<file path="config.mk">
export PLATFORM = sky130hd
export DESIGN_NAME = fetch_stage_flat
export DESIGN_NICKNAME = d
export VERILOG_FILES = /design/src/rtl/fetch_pkg.sv /design/src/rtl/fetch_stage_if.sv /design/src/rtl/pc_next_mux.sv /design/src/rtl/fetch_stage.sv /design/src/flat_wrapper.sv
export SDC_FILE = /design/constraint.sdc
export NUM_CORES = 1
export LEC_CHECK = 0
export CORE_ASPECT_RATIO = 0.6
export CORE_MARGIN = 2
export CORE_UTILIZATION = 49
export DETAILED_ROUTE_END_ITERATION = 8
export GPL_ROUTABILITY_DRIVEN = 0
export GPL_TIMING_DRIVEN = 0
export PLACE_DENSITY_LB_ADDON = 0.2
export RECOVER_POWER = 25
export SYNTH_ARGS = -nofsm -noshare
export SYNTH_HDL_FRONTEND = slang
export SYNTH_SLANG_ARGS = --single-unit
</file>
<file path="constraint.sdc">
create_clock -name clk -period 6.8 [get_ports clk]
set_clock_uncertainty 0.05 [all_clocks]
set_input_delay 0.68 -clock clk [delete_from_list [all_inputs] [get_ports clk]]
set_output_delay 0.68 -clock clk [all_outputs]
set_load 0.005 [all_outputs]
</file>
<file path="src/rtl/fetch_pkg.sv">
// Shared constants for the instruction-fetch stage.
// Reset vector, flush word, PC step and the J-type opcode.
package fetch_pkg;

  localparam logic [31:0] DEF_RESET_PC = 32'h0000_0000;
  localparam logic [31:0] DEF_NOP_WORD = 32'h0000_0000;
  localparam logic [31:0] PC_STEP      = 32'd4;
  localparam logic [5:0]  OPC_J        = 6'h02;

endpackage

</file>
<file path="src/rtl/fetch_stage_if.sv">
// Instruction-memory bus between fetch and InstructionMemory.
// The master drives the byte address; the slave returns the word.
interface fetch_stage_if;

  logic [31:0] InstrAddr;
  logic [31:0] InstrData;

  modport master (
    output InstrAddr,
    input  InstrData
  );

  modport slave (
    input  InstrAddr,
    output InstrData
  );

endinterface

</file>
<file path="src/rtl/pc_next_mux.sv">
// Combinational next-PC select for the fetch stage.
// Priority: jump, then branch, then stall, else sequential.
module pc_next_mux
  import fetch_pkg::*;
(
  input  logic [31:0] pc_i,
  input  logic        stall_i,
  input  logic        branch_i,
  input  logic [31:0] target_i,
  input  logic        jump_i,
  input  logic [31:0] jump_tgt_i,
  output logic [31:0] pc_o
);

  always_comb begin
    pc_o = pc_i + PC_STEP;
    if (jump_i) begin
      pc_o = jump_tgt_i;
    end else if (branch_i) begin
      pc_o = target_i & ~32'h3;
    end else if (stall_i) begin
      pc_o = pc_i;
    end
  end

endmodule

</file>
<file path="src/rtl/fetch_stage.sv">
// Instruction-fetch stage: owns the PC, drives InstructionMemory
// and loads the IF/ID register with stall, redirect and flush.
module fetch_stage
  import fetch_pkg::*;
#(
  parameter logic [31:0] RESET_PC = DEF_RESET_PC,
  parameter logic [31:0] NOP_WORD = DEF_NOP_WORD
) (
  input  logic          clk,
  input  logic          reset,
  input  logic          Stall,
  input  logic          BranchTaken,
  input  logic [31:0]   BranchTarget,
  input  logic          Jump,
  input  logic [25:0]   JumpIndex,
  fetch_stage_if.master imem,
  output logic [31:0]   IdInstruction,
  output logic [31:0]   IdPCPlus4,
  output logic          IdValid,
  output logic          AlignErr,
  output logic [31:0]   FetchCount
);

  logic [31:0] pc_q, pc_d;
  logic [31:0] instr_q;
  logic [31:0] pc4_q;
  logic        valid_q;
  logic        aerr_q;
  logic [31:0] cnt_q;
  logic [31:0] jmp_tgt;
  logic [31:0] pc_plus4;

  assign pc_plus4 = pc_q + PC_STEP;
  // J-type target takes its region bits from the jump's own PC+4
  assign jmp_tgt  = {pc4_q[31:28], JumpIndex, 2'b00};

  pc_next_mux u_pc_next_mux (
    .pc_i       (pc_q),
    .stall_i    (Stall),
    .branch_i   (BranchTaken),
    .target_i   (BranchTarget),
    .jump_i     (Jump),
    .jump_tgt_i (jmp_tgt),
    .pc_o       (pc_d)
  );

  always_ff @(posedge clk) begin
    if (reset) begin
      pc_q    <= RESET_PC;
      instr_q <= NOP_WORD;
      pc4_q   <= 32'h0;
      valid_q <= 1'b0;
      aerr_q  <= 1'b0;
      cnt_q   <= 32'h0;
    end else begin
      pc_q <= pc_d;
      priority case (1'b1)
        Jump: begin
          instr_q <= NOP_WORD;
          valid_q <= 1'b0;
        end
        BranchTaken: begin
          instr_q <= NOP_WORD;
          valid_q <= 1'b0;
          if (|BranchTarget[1:0]) begin
            aerr_q <= 1'b1;
          end
        end
        Stall: begin
        end
        default: begin
          instr_q <= imem.InstrData;
          pc4_q   <= pc_plus4;
          valid_q <= 1'b1;
          cnt_q   <= cnt_q + 32'd1;
        end
      endcase
    end
  end

  assign imem.InstrAddr = pc_q;
  assign IdInstruction  = instr_q;
  assign IdPCPlus4      = pc4_q;
  assign IdValid        = valid_q;
  assign AlignErr       = aerr_q;
  assign FetchCount     = cnt_q;

endmodule
</file>
<file path="src/flat_wrapper.sv">
// flat-port wrapper written by rule: the top's interface ports become plain ports
module fetch_stage_flat import fetch_pkg::*;
#(
  parameter logic [31:0] RESET_PC = DEF_RESET_PC,
  parameter logic [31:0] NOP_WORD = DEF_NOP_WORD
)
  (clk, reset, Stall, BranchTaken, BranchTarget, Jump, JumpIndex, IdInstruction, IdPCPlus4, IdValid, AlignErr, FetchCount, imem_InstrAddr, imem_InstrData);
  fetch_stage_if imem_i ();
  input  logic clk;
  input  logic reset;
  input  logic Stall;
  input  logic BranchTaken;
  input  logic [31:0] BranchTarget;
  input  logic Jump;
  input  logic [25:0] JumpIndex;
  output logic [31:0] IdInstruction;
  output logic [31:0] IdPCPlus4;
  output logic IdValid;
  output logic AlignErr;
  output logic [31:0] FetchCount;
  output wire logic [$bits(imem_i.InstrAddr)-1:0] imem_InstrAddr;
  input wire logic [$bits(imem_i.InstrData)-1:0] imem_InstrData;
  assign imem_InstrAddr = imem_i.InstrAddr;
  assign imem_i.InstrData = imem_InstrData;
  fetch_stage #(.RESET_PC(RESET_PC), .NOP_WORD(NOP_WORD)) u_core (.clk(clk), .reset(reset), .Stall(Stall), .BranchTaken(BranchTaken), .BranchTarget(BranchTarget), .Jump(Jump), .JumpIndex(JumpIndex), .imem(imem_i), .IdInstruction(IdInstruction), .IdPCPlus4(IdPCPlus4), .IdValid(IdValid), .AlignErr(AlignErr), .FetchCount(FetchCount));
endmodule
</file>
**Word-level counts from Yosys, hierarchy flattened**

Index checks and enable logic that the tools add are counted.

- Add/subtract/negate cells: 2
- Equal/unequal tests: 1
- Mux-type cells: 3
- Bitwise operators: 3
- Reductions and logical operators: 4

Operators with widths:

| cell | number |
|---|---|
| two-way mux 32 bit | 3 |
| adder 32 x 1 -> 32 bit, second input constant | 1 |
| adder 32 x 3 -> 32 bit, second input constant | 1 |
| AND reduction 3 bit | 2 |
| inequality test 3 x 1 -> 1 bit, second input constant | 1 |
| inverter 1 bit | 3 |
| OR reduction 3 bit | 1 |
| OR reduction 2 bit | 1 |

- Register bits: 130
- Bits of input ports: 95
- Output and inout port bits: 130
- Word-level logic and storage cells: 20

**Logic depth before layout (Yosys ltp)**

- Word-level depth: 4
- Depth in mapped cells: 8
- Gate-level depth less buffers: 6

**Cells and area by module**

Synthesis repeated with hierarchy kept, for this count alone.

- Cell total of the unflattened synthesis: 736
- Area, all modules: 6286.0 sq um

By module, submodules not included:

| module | times used | cells an instance | area an instance (sq um) | sequential area each (sq um) |
|---|---|---|---|---|
| fetch_stage | 1 | 541 | 5116.2 | 2602.5 |
| pc_next_mux | 1 | 195 | 1169.9 | 0.0 |

**Worst setup path after synthesis**

Ideal clock, no wire load.

- Kind: flip-flop to flip-flop
- Start: reg u_core.pc_q[9] (netlist: u_core.imem.InstrAddr[9])
- End: reg u_core.pc4_q[22] (netlist: u_core.IdPCPlus4[22])
- Library setup time: 0.086 ns
- Arrival: 2.218 ns
- Setup slack: 4.446 ns
- Stages on the path, launching flop included: 8
- Path buffers: 2
- Clock period less this slack: 2.354 ns
- Cells stage by stage: dfxtp_1 -> buf_2 -> nand4_4 -> or4_1 -> buf_2 -> or4_4 -> xnor2_1 -> a211oi_1

- Longest elaborated chain between the ends: 1

Ends and longest elaborated chain:

| element | RTL line | RTL |
|---|---|---|
| start: declaration | fetch_stage.sv:24 | `logic [31:0] pc_q, pc_d;` |
| start signal: assignment | fetch_stage.sv:56 | `pc_q <= pc_d;` |
| adder 32 x 3 -> 32 bit | fetch_stage.sv:33 | `assign pc_plus4 = pc_q + PC_STEP;` |
| end signal: assignment | fetch_stage.sv:73 | `pc4_q <= pc_plus4;` |
| end: declaration | fetch_stage.sv:26 | `logic [31:0] pc4_q;` |

No other way between the ends.
A chain may end at the register's enable or synchronous reset.

**Worst setup path after layout**

- Start: in BranchTaken
- End: reg u_core.pc4_q[26] (netlist: u_core.IdPCPlus4[26])

- Longest elaborated chain between the ends: 2

Ends and longest elaborated chain:

| element | RTL line | RTL |
|---|---|---|
| start: declaration | flat_wrapper.sv:12 | `input logic BranchTaken;` |
| inverter 1 bit (no source line) | n/a |  |
| AND reduction 3 bit (no source line) | n/a |  |

No other way between the ends.

==> qor.csv <==
stage,metric,value,unit
worst_setup_path,Worst Path Arrival,3.53,ns
worst_setup_path,slowest CP cell,nor2_1,
routing,DR vias/cell,5.75,
grt,met1 Usage GRT,45.8,%
worst_setup_path,"most used cell, CP",clkbuf_1,
yosys,Post-Synth Adder-Cell Area,0.402,%
worst_setup_path,"slowest stage delay, CP",0.70,ns
yosys,Synth Instances,758,
sta,Final Critical Period,3.26,ns
sta,Max Clk Rate,306,MHz
clock_network,CTS tree,yes,
clock_network,"Clk pin slew, worst setup/hold paths",0.06,ns
worst_setup_path,crit-path cells,clkdlybuf4s50_1 -> clkbuf_1 -> or2_2 -> clkbuf_1 -> nor2_1 -> clkbuf_1 -> nor2_1 -> a211oi_1,
placed_design,port buffer count,220,
grt,gr busiest metal,met2,
sta,Tcrit/Tclk final,48.0,%
routing,total wire length,22000,µm
worst_setup_path,CP Buf/Inv Count,4,
die,Site Rows,31,
yosys,simple-gate portion of the synthesized area,24.5,%
placed_design,detailed placement HPWL,16300,µm
pwr,LEAKAGE,3.48,nW
clock_network,clk buf depth,2,
clock_network,Hold Buf Count CTS,0,
job,max cap viols,0,
sta,WHS,0.395,ns
yosys,synthesized flop and latch total,126,
layout,Layout Cells excl Fill,1178,
routing,First DRT Iteration DRCs,673,
die,Ports,225,
layout,share of cells above drive strength 1,5.73,%
die,DIE WIDTH,150,µm
yosys,sequential area share after synthesis,40.5,%
clock_network,Root Buffer,clkbuf_16,
worst_setup_path,RR Startpoint,u_core.imem.InstrAddr[2]$_SDFFE_PP0P_,
yosys,number of flops mapped to enable cells by yosys,0,
grt,GR Util met3,11.8,%
grt,GR Util met2,46.4,%
layout,"commonest non-fill, non-tap cells in the layout","clkdlybuf4s50_1, nor2_1, dfxtp_1",
clock_network,# clock sinks,126,
worst_setup_path,nature of the critical path endpoint,flop,
yosys,ys flop type,dfxtp_1,
routing,Final ANT Viol Nets,0,
worst_setup_path,critical path data required time,7.06,ns
sta,Slew Limit Headroom,25.2,%
worst_hold_path,HP Class,flop to flop,
yosys,largest family of logic cells by synthesized area,simple AND/OR/NAND/NOR gates,
grt,antenna violations before repair,0,
worst_setup_path,CP startpoint,BranchTaken,
die,Starting Density,50.9,%
pwr,Max VDD drop,0.186,mV
outcome,run status,finished clean,
worst_setup_path,Setup crit start kind,input pin,
clock_network,post-cts gate resize count,0,
clock_network,post-CTS setup buffer count,0,
clock_network,Inserted Clock Buffers,17,
sta,pins over their slew limit,0,
worst_hold_path,Worst Hold Launch,u_core.IdValid$_SDFFE_PP0N_,
worst_setup_path,crit-path leading delay family,buffers and inverters,
grt,gr usage total,32.4,%
grt,pin count of the biggest net entering global routing,17,
sta,Final Setup Violations,0,
routing,DRC viols,0,
die,Die Y,91.3,µm
yosys,XOR/XNOR Fraction of Synth Area,7.04,%
die,Core Area,0.0122,mm²
routing,Routed wire per std cell,18.7,µm
layout,P&R area growth vs syn,49.2,%
grt,first-pass GRT wire length,34400,µm
placed_design,cell total after placement,1146,
yosys,Synth Warn #,0,
yosys,Synth cell types,59,
layout,Antenna Cells,0,
clock_network,CTS H-tree depth,4,
sta,Tightest Pin Transition,1.11,ns
grt,GR Overflow Total,0,
clock_network,clock latency at the later pin of the worst-skew pair,0.41,ns
sta,Setup TNS,0,ns
sta,Fin. Hold Viols,0,
yosys,Mapped Avg Cell Area,8.21,µm²
worst_setup_path,critical path class,input pin to flop,
layout,"leading cell type in the layout, fill and taps excluded",clkdlybuf4s50_1,
grt,vias in the first global route,6430,
yosys,mux share of post-synthesis cell area,6.13,%
die,die area,0.0137,mm²
layout,"Net count, final",1097,
yosys,Synth Area in Compound Gates,16.1,%
pwr,PD cells,221,mW/mm²
yosys,ys async rst share,0,%
routing,drt pass-1 iters,8,
yosys,synthesized area,0.00622,mm²
worst_setup_path,CP max FO,10,
routing,via count,6773,
sta,RSZ-0062 raised after global routing,no,
==> final timing paths <==
check                                                    endpoint  slack, ns  cells past startpoint
worst max-delay path            u_core.IdPCPlus4[26]$_SDFFE_PP0P_       3.54                      8
worst min-delay path                  u_core.IdValid$_SDFFE_PP0N_       0.39                      2
worst max register to register  u_core.IdPCPlus4[18]$_SDFFE_PP0P_       3.94                      7
worst min register to register        u_core.IdValid$_SDFFE_PP0N_       0.39                      2
==> worst register-to-register path, cell delays in order, from the launching register on <==
cell,delay [ns]
dfxtp_1,0.53
ha_1,0.21
clkbuf_1,0.26
nand2_1,0.19
nor4_1,0.84
nand4_1,0.27
xnor2_1,0.20
a211oi_1,0.23
==> cells by family after synthesis <==
group,after synthesis
compound gates,154
mux,38
other cells,1
buf+inv,81
xor+xnor,50
fa+ha+maj,2
flops,126
simple gates,306
==> final cells by class <==
cell class / count / area [µm²]
Fill cell: 924 / 2930
Inverter: 20 / 75.1
Sequential cell: 126 / 2520
Multi-Input combinational cell: 554 / 3390
Clock inverter: 14 / 208
Timing Repair Buffer: 220 / 2200
Clock buffer: 18 / 429
Tap cell: 165 / 206
Buffer: 61 / 253
==> report_power, final <==
part | switching (mW) | internal (mW)
clock network | 0.368 | 0.622
logic | 0.129 | 0.142
registers | 0.0275 | 0.765
total | 0.525 | 1.53
==> Yosys cell counts (6+ instances only) <==
cell type | n | area share (%)
and4_1 | 6 | 0.84
a22oi_1 | 6 | 0.72
a211oi_1 | 32 | 3.9
xor2_1 | 27 | 3.8
clkbuf_1 | 44 | 2.7
a21oi_1 | 50 | 4.0
a221oi_1 | 6 | 0.84
nor3_1 | 22 | 1.8
buf_2 | 7 | 0.56
dfxtp_1 | 126 | 41
buf_1 | 6 | 0.36
nor2_1 | 128 | 7.7
inv_1 | 20 | 1.2
nand3_1 | 24 | 1.9
nor4_1 | 13 | 1.3
or3_1 | 8 | 0.80
and2_1 | 7 | 0.70
nand4_1 | 22 | 2.2
o21ai_0 | 25 | 2.0
mux2i_1 | 37 | 5.9
nand2_1 | 41 | 2.5
xnor2_1 | 23 | 3.2
==> registers in the layout, indices dropped and copies added, names as in the netlist <==
register               cells
u_core.IdValid             1
u_core.AlignErr            1
u_core.IdPCPlus4          30
u_core.imem.InstrAddr     30
u_core.IdInstruction      32
u_core.FetchCount         32
==> layer usage <==
| metal | up-vias | part of all wire, % |
|---|---|---|
| met5 | - | 0 |
| met3 | 29 | 14 |
| met4 | 0 | 1.2 |
| met2 | 454 | 42 |
| met1 | 3113 | 43 |
| li1 | 3177 | - |
==> per-stage QoR <==
| stage | total power [mW] | setup WS (ns) | util [%] | cell area, µm² |
|---|---|---|---|---|
| after floorplan | 0.924 | 4.45 | - | 6240 |
| after global routing | 2.11 | 3.43 | 76.0 | 9290 |
| final | 2.05 | 3.54 | 76.0 | 9290 |
| after global placement | 1.07 | 3.09 | 70.8 | 8640 |
| after detailed placement | 1.08 | 2.92 | 70.8 | 8640 |
| after CTS | 2.06 | 3.35 | 76.0 | 9280 |
Power figures use the tool's default switching activity.
